==> src/rtl/ws2812_frame_driver.sv <==
// ws2812_frame_driver
//
// Collects per-LED colours from the averaging stage into a double-buffered
// colour store. On each frame boundary it swaps the buffers and serialises
// the completed frame onto a WS2812 single-wire line. Pixels go out in
// G,R,B order, MSB first. A latch gap of T_RESET low cycles follows the data.
//
// Ports
//   clk          system clock, rising edge
//   rst_n        asynchronous active-low reset
//   avg_rgb      {R,G,B} colour, 8 bits each
//   led_id       LED index for avg_rgb; ids >= NUM_LEDS are ignored
//   avg_valid    one-cycle strobe qualifying avg_rgb/led_id
//   frame_start  one-cycle pulse at each video frame boundary
//   dout         WS2812 serial data
//   busy         high while a frame is being transmitted
//   frame_done   one-cycle pulse when the latch gap completes
//
// Outputs are registered from the current state. They therefore trail the
// state register by one clock.
module ws2812_frame_driver #(
    parameter int NUM_LEDS = 30,
    parameter int T_BIT    = 125,
    parameter int T0H      = 40,
    parameter int T1H      = 80,
    parameter int T_RESET  = 30000
) (
    input  logic        clk,
    input  logic        rst_n,
    input  logic [23:0] avg_rgb,
    input  logic [7:0]  led_id,
    input  logic        avg_valid,
    input  logic        frame_start,
    output logic        dout,
    output logic        busy,
    output logic        frame_done
);

    typedef enum logic [1:0] {S_IDLE, S_LOAD, S_BIT, S_LATCH} state_t;

    localparam int          DEPTH      = 2 * NUM_LEDS;
    localparam int          AW         = (DEPTH > 1) ? $clog2(DEPTH) : 1;
    localparam logic [8:0]  NUM_LEDS_W = 9'(NUM_LEDS);
    localparam logic [7:0]  LAST_PIX   = 8'(NUM_LEDS - 1);
    localparam logic [15:0] BIT_LAST   = 16'(T_BIT - 1);
    localparam logic [15:0] RESET_END  = 16'(T_RESET);
    localparam logic [15:0] T0H_W      = 16'(T0H);
    localparam logic [15:0] T1H_W      = 16'(T1H);

    // Both banks live in one array. Bank 1 occupies entries NUM_LEDS and up.
    logic [23:0] mem [DEPTH];
    logic [23:0] ram_q;

    state_t      state_reg, state_next;
    logic [15:0] cnt_reg, cnt_next;
    logic [4:0]  bit_idx_reg, bit_idx_next;
    logic [7:0]  pix_idx_reg, pix_idx_next;
    logic [23:0] shift_reg, shift_next;
    logic        pending_reg, pending_next;
    logic        bank_sel_reg, bank_sel_next;
    logic        dout_reg, dout_next;
    logic        busy_reg, busy_next;
    logic        frame_done_reg, frame_done_next;

    logic          wr_en;
    logic [AW-1:0] wr_addr;
    logic [AW-1:0] rd_addr;
    logic [7:0]    rd_idx;

    function automatic logic [AW-1:0] mem_addr(input logic bank, input logic [7:0] idx);
        logic [9:0] a;
        a = bank ? (10'(NUM_LEDS) + {2'b00, idx}) : {2'b00, idx};
        return a[AW-1:0];
    endfunction

    function automatic logic [23:0] to_grb(input logic [23:0] rgb);
        return {rgb[15:8], rgb[23:16], rgb[7:0]};
    endfunction

    // Writes always target the bank selected before any swap this cycle.
    assign wr_en   = avg_valid && ({1'b0, led_id} < NUM_LEDS_W);
    assign wr_addr = mem_addr(bank_sel_reg, led_id);

    // The read port prefetches the next pixel of the current frame. In IDLE
    // and LATCH it points at pixel 0. It uses the post-swap bank so that pixel
    // 0 is already in ram_q when LOAD runs.
    always_comb begin
        rd_idx = 8'd0;
        if ((state_reg == S_LOAD || state_reg == S_BIT) && pix_idx_reg != LAST_PIX) begin
            rd_idx = pix_idx_reg + 8'd1;
        end
    end

    assign rd_addr = mem_addr(~bank_sel_next, rd_idx);

    // The address match only happens when a write to pixel 0 coincides with
    // the swap. Forwarding keeps that write in the frame being started.
    always_ff @(posedge clk) begin
        if (wr_en) begin
            mem[wr_addr] <= avg_rgb;
        end
        ram_q <= (wr_en && wr_addr == rd_addr) ? avg_rgb : mem[rd_addr];
    end

    always_ff @(posedge clk or negedge rst_n) begin
        if (!rst_n) begin
            state_reg      <= S_IDLE;
            cnt_reg        <= 16'd0;
            bit_idx_reg    <= 5'd0;
            pix_idx_reg    <= 8'd0;
            shift_reg      <= 24'd0;
            pending_reg    <= 1'b0;
            bank_sel_reg   <= 1'b0;
            dout_reg       <= 1'b0;
            busy_reg       <= 1'b0;
            frame_done_reg <= 1'b0;
        end else begin
            state_reg      <= state_next;
            cnt_reg        <= cnt_next;
            bit_idx_reg    <= bit_idx_next;
            pix_idx_reg    <= pix_idx_next;
            shift_reg      <= shift_next;
            pending_reg    <= pending_next;
            bank_sel_reg   <= bank_sel_next;
            dout_reg       <= dout_next;
            busy_reg       <= busy_next;
            frame_done_reg <= frame_done_next;
        end
    end

    always_comb begin
        state_next      = state_reg;
        cnt_next        = cnt_reg;
        bit_idx_next    = bit_idx_reg;
        pix_idx_next    = pix_idx_reg;
        shift_next      = shift_reg;
        pending_next    = pending_reg;
        bank_sel_next   = bank_sel_reg;
        dout_next       = 1'b0;
        busy_next       = (state_reg != S_IDLE);
        frame_done_next = 1'b0;

        // LOAD is covered here as well, even though the busy output is still low then.
        if (frame_start && state_reg != S_IDLE) begin
            pending_next = 1'b1;
        end

        case (state_reg)
            S_IDLE: begin
                if (frame_start || pending_reg) begin
                    bank_sel_next = ~bank_sel_reg;
                    pending_next  = 1'b0;
                    pix_idx_next  = 8'd0;
                    state_next    = S_LOAD;
                end
            end
            S_LOAD: begin
                shift_next   = to_grb(ram_q);
                bit_idx_next = 5'd23;
                pix_idx_next = 8'd0;
                cnt_next     = 16'd0;
                state_next   = S_BIT;
            end
            S_BIT: begin
                dout_next = (cnt_reg < (shift_reg[23] ? T1H_W : T0H_W));
                if (cnt_reg == BIT_LAST) begin
                    cnt_next = 16'd0;
                    if (bit_idx_reg == 5'd0) begin
                        if (pix_idx_reg == LAST_PIX) begin
                            state_next = S_LATCH;
                        end else begin
                            pix_idx_next = pix_idx_reg + 8'd1;
                            bit_idx_next = 5'd23;
                            shift_next   = to_grb(ram_q);
                        end
                    end else begin
                        bit_idx_next = bit_idx_reg - 5'd1;
                        shift_next   = {shift_reg[22:0], 1'b0};
                    end
                end else begin
                    cnt_next = cnt_reg + 16'd1;
                end
            end
            S_LATCH: begin
                // The first LATCH cycle still outputs the last data bit through
                // dout_reg. One extra count keeps the low gap at T_RESET cycles.
                if (cnt_reg == RESET_END) begin
                    cnt_next        = 16'd0;
                    state_next      = S_IDLE;
                    frame_done_next = 1'b1;
                    busy_next       = 1'b0;
                end else begin
                    cnt_next = cnt_reg + 16'd1;
                end
            end
            default: state_next = S_IDLE;
        endcase
    end

    assign dout       = dout_reg;
    assign busy       = busy_reg;
    assign frame_done = frame_done_reg;

endmodule

==> config.mk <==
export PLATFORM = sky130hd
export DESIGN_NAME = ws2812_frame_driver
export DESIGN_NICKNAME = d
export VERILOG_FILES = /design/src/rtl/ws2812_frame_driver.sv
export SDC_FILE = /design/constraint.sdc
export NUM_CORES = 1
export LEC_CHECK = 0
export ABC_AREA = 0
export CAP_MARGIN = 20
export CORE_MARGIN = 2
export CORE_UTILIZATION = 30
export CTS_BUF_LIST = sky130_fd_sc_hd__clkbuf_8
export DETAILED_ROUTE_END_ITERATION = 16
export MAX_ROUTING_LAYER = met4
export PLACE_DENSITY_LB_ADDON = 0.05
export SYNTH_ARGS = -nofsm -noshare
export SYNTH_HDL_FRONTEND = slang
export SYNTH_SLANG_ARGS = --single-unit
==> constraint.sdc <==
create_clock -name clk -period 4.15 [get_ports clk]
set_clock_uncertainty 0.15 [all_clocks]
set_input_delay 0.415 -clock clk [delete_from_list [all_inputs] [get_ports clk]]
set_output_delay 0.415 -clock clk [all_outputs]
set_load 0.05 [all_outputs]
Yosys cells after proc, flatten, opt, wreduce, memory -nomap -nowiden. Memories as Yosys holds them, arrays and structs flattened. A register that Yosys moved wholly into a read port is not among the register bits. Index checks and enable logic that the tools add are counted.

Add/subtract/negate cells: 5. $lt $le $gt $ge: 2. Equality and inequality tests: 14. Muxes and demuxes: 38. Bitwise logic cells: 1. Reduce and logical (&&, ||, !) cells: 14.

Operators by type and width (count): two-way mux 24 bit (3); case mux 16 bit (3 select lines) (1); case mux 24 bit (2 select lines) (1); two-way mux 16 bit (2); two-way mux 8 bit (4); case mux 8 bit (3 select lines) (1); two-way mux 6 bit (3); adder 16 x 1 -> 16 bit, second input constant (1); equality test 16 x 15 -> 1 bit, second input constant (1); equality test 16 x 7 -> 1 bit, second input constant (1); less-than comparator 16 x 7 -> 1 bit (1); two-way mux 5 bit (3); adder 5 x 6 -> 6 bit, first input constant (2); two-way mux 1 bit (12); two-way mux 2 bit (5); case mux 5 bit (2 select lines) (1); AND reduction 5 bit (2); adder 8 x 1 -> 8 bit, second input constant (1); equality test 8 x 5 -> 1 bit, second input constant (1); less-than comparator 8 x 5 -> 1 bit, second input constant (1); != test 8 x 5 -> 1 bit, second input constant (1); case mux 2 bit (4 select lines) (1); two-way mux 7 bit (1); != test 2 x 1 -> 1 bit, second input constant (3); other kinds (13) (21).

Bits in registers: 60. Memory bits (writable): 1440. Input bits: 36. Output and inout port bits: 3. Logic and storage cells: 85. Memories: 1.

Memories: mem (depth 60, width 24, read ports 1, clocked after memory_dff 1, wr ports 1, RTL line 51) `logic [23:0] mem [DEPTH];`.

Depth between registers and ports, before layout.
Word-level depth: 6. Depth in mapped cells: 11. Mapped depth without buffers: 10.

Least setup slack after synthesis. Ideal clock, no wire load.

Kind: input to register. Start point: input led_id[1]. End point: memory mem[31][0], enable pin. Library setup time: 0.405 ns. Arrival time: 2.601 ns. Data required time: 3.595 ns. Setup slack: 0.994 ns. Cell stages on the path: 5. Path buffers: 1. Path through: clkbuf_1 -> nor4b_1 -> xor2_1 -> nand2_1 -> nor2_1.

Word-level cells in the longest chain between the ends: 4. Elaborated cells between the ends (all ways): 6. Classes of those cells: 1 x add/sub; 1 x order compare; 3 x mux; 1 x reduce/logical.

Ends and longest elaborated chain: start, declared (RTL line 31) `input logic [7:0] led_id,`; less-than comparator 8 x 5 -> 1 bit (RTL line 81) `assign wr_en = avg_valid && ({1'b0, led_id} < NUM_LEDS_W);`; logical AND 1 bit (RTL line 81); two-way mux 1 bit (RTL line 99) `if (wr_en) begin`; two-way mux 1 bit (not written as such) (RTL line 100) `mem[wr_addr] <= avg_rgb;`; end, declared (RTL line 51).

Parallel ways exist; a longest one is shown, timed or not.

==> flow_summary_export.csv <==
group,metric,value,unit
cts,path_clk_slew,60,ps
timing,slew_violations,0,
run,max_cap_viol_count,0,
floorplan,die_w,447.4,µm
place,port_buffers,38,
cts,cts_buffers,290,
synthesis,synth_area,0.05899,mm²
grt,grt_max_degree,81,
outcome,status,"complete, no violations",
critical_path,critical_path_required,4830,ps
timing,fmax,275.7,MHz
layout,synthToLayoutAreaGrowth,17.01,%
route,routedWlPerCell,31.53,µm
cts,cts_setup_buffers,0,
cts,cts_tree,"built",
cts,htree_levels,5,
critical_path,rr_worst_depth,9,
power,ir_drop,0.4323,mV
place,gp_congestion,0.8372,
hold_path,hp-class,"input port to flop",
critical_path,worstSetupPathType,"flop to flop",
cts,cts_sinks,1506,
layout,fill_cells,18181,
synthesis,seq_area_frac_synth,76.05,%
synthesis,synth_edf_count,1440,
synthesis,synth_area_per_cell,20.72,µm²
synthesis,ys_ff_latch,1506,
floorplan,start_util,30.22,%
timing,finalSetupTns,0,ps
layout,register_area,0.04488,mm²
hold_path,hold_start,"avg_rgb[20]",
timing,rsz0062_at_grt,"false",
synthesis,yosysTopAreaCellShare,73.30,%
synthesis,yosysTopAreaCell,"edfxtp_1",
timing,hold_viol_final,0,
cts,cts_root_buf,"clkbuf_8",
synthesis,yosysWarnings,0,
layout,fin_util,35.36,%
critical_path,end_kind,"flop",
grt,grt_usage,19.87,%
synthesis,ys_types,72,
route,vias_per_cell,4.981,
layout,drive_gt1_share,28.20,%
route,totalWireLength,192200,µm
synthesis,synth_fp_nets,2897,
layout,nets,3326,
floorplan,fp.dieH,447.4,µm
timing,finalCritPeriodShare,87.40,%
grt,first_global_vias,31698,
timing,setup_viol,0,
critical_path,crit_fanout,28,
power,cellPowerDensity,631.1,mW/mm²
synthesis,ys_top_cells_by_area,"edfxtp_1 (73%), mux4_2 (12%), dfrtp_1 (2.5%)",
synthesis,synthArstFlopShare,3.984,%
floorplan,rows,162,
route,first_pass_iters,5,
route,drtAntennaViolNets,0,
layout,largest_reg_flops,1440,
layout,layout_common_cells,"edfxtp_1 (1440), mux4_2 (303), clkbuf_8 (297)",
cts,clockBufferDepth,4,
floorplan,boundaryPins,39,
hold_path,hold_path_depth,2,
cts,clock_latency,1020,ps
synthesis,ys.flop_type,"edfxtp_1",
synthesis,synthCells,2847,
critical_path,arrival,4310,ps
power,p_leak,22.25,nW
layout,multi_input_area,0.01308,mm²
timing,maxSlewHeadroom,26.92,%
cts,postCtsHoldBufs,26,
grt,grt_pass1_wl,264000,µm
layout,layout_commonest_cell,"edfxtp_1",
critical_path,worst_setup_path_start_kind,"flop",
place,dpl.hpwl,121200,µm
timing,worst_pin_slew,1096,ps
route,drt_drc_violations_left,0,
grt,antenna_found_initial,26,
cts,ctsResizeCount,0,
timing,min_period,3627,ps
place,placed_cells,5579,
floorplan,core,0.1952,mm²
route,drtIter0Drc,2926,
grt,grt_overflow_total,0,
floorplan,dieArea,0.2002,mm²
route,vias,30363,
layout,stdcell_count,6096,
-- per-layer routing --
| layer | routed length (µm) | GRT usage [%] | vias to the layer above |
|---|---|---|---|
| met3 | 10390 | 3.423 | 295 |
| met1 | 83860 | 26.29 | 16379 |
| li1 | - | - | 12788 |
| met5 | 0 | - | - |
| met2 | 93640 | 31.71 | 901 |
| met4 | 4341 | 5.271 | 0 |
-- synthesized netlist by cell type (6+ instances only) --
master,instances
ha_1,14
o221ai_1,30
and3_1,6
xnor2_1,11
nand2_1,122
nor3_1,17
dfxtp_1,6
mux4_1,21
nor2b_1,19
a311oi_1,11
nor4b_1,11
o21ai_1,19
buf_2,37
nand3b_1,7
a31oi_1,9
nor2_1,119
o21ai_0,31
edfxtp_1,1440
clkbuf_1,24
o211ai_1,11
a211oi_1,26
a222oi_1,7
buf_4,43
mux2i_1,104
o22ai_1,40
xor2_1,13
mux2_2,11
a211o_1,10
o32ai_1,10
dfrtp_1,60
buf_6,23
o31ai_1,21
nand2b_1,14
inv_1,21
a21oi_1,31
and2_1,11
nand3_1,26
a22oi_1,28
dlygate4sd1_1,7
mux4_2,303
-- cell type report --
| class | instances | share of cell area (%) |
|---|---|---|
| diodes | 8 | 0.02900 |
| inverters | 24 | 0.1305 |
| multi-input cells | 1166 | 18.95 |
| repair buffers | 288 | 3.966 |
| flip-flops and latches | 1506 | 65.01 |
| clock buffers | 297 | 5.922 |
| clock inverters | 183 | 1.236 |
| well taps | 2624 | 4.756 |
-- power breakdown --
part / switching (mW) / internal [mW]
Combinational: 8.10 / 5.10
Clock: 6.21 / 6.82
Sequential: 0.408 / 16.9
Total: 14.7 / 28.8
-- cells by family (layout without fill, tap and decap cells) --
family	Yosys count	after routing	synth area share, %
adders and majority gates	14	14	0.2969
and+or+nand+nor	385	385	3.118
xor gates and xnor gates	24	24	0.3563
buffers and inverters	175	792	2.043
muxes	439	439	14.48
DFF	1506	1506	76.05
other	0	8	0
AOI/OAI and AO/OA	304	304	3.659
-- metrics by stage --
stage          total power [mW]  cell area, µm²  setup WS, ps  hold WS, ps
5_1_grt                   45.49           69020         359.4        66.85
2_1_floorplan             25.51           58990         993.9       -30.59
3_5_place_dp              31.07           63750         468.2        316.6
4_1_cts                   44.37           68960         450.2        31.27
3_3_place_gp              31.07           63730         484.4        314.7
6_report                  43.57           69030         522.8        109.3
-- worst max-delay path, stage by stage, from the launching register on --
cell and delay [ps]:
dfxtp_4 620, buf_12 290, buf_4 290, mux4_2 550, and2_1 180, a211oi_1 610
buf_4 270, nor4b_1 70, nor3_1 230, o31ai_1 90
-- path summary, 6_finish.rpt --
path | to | slack, ps
worst max-delay path | shift_reg[14] | 520
worst min-delay path | mem[59][20] | 110
worst max register to register | shift_reg[14] | 520
worst min register to register | shift_reg[20] | 330
max in group asynchronous | shift_reg[20] | 3000
min in group asynchronous | cnt_reg[12] | 470
No activity file was read; power rests on OpenSTA's default activity.
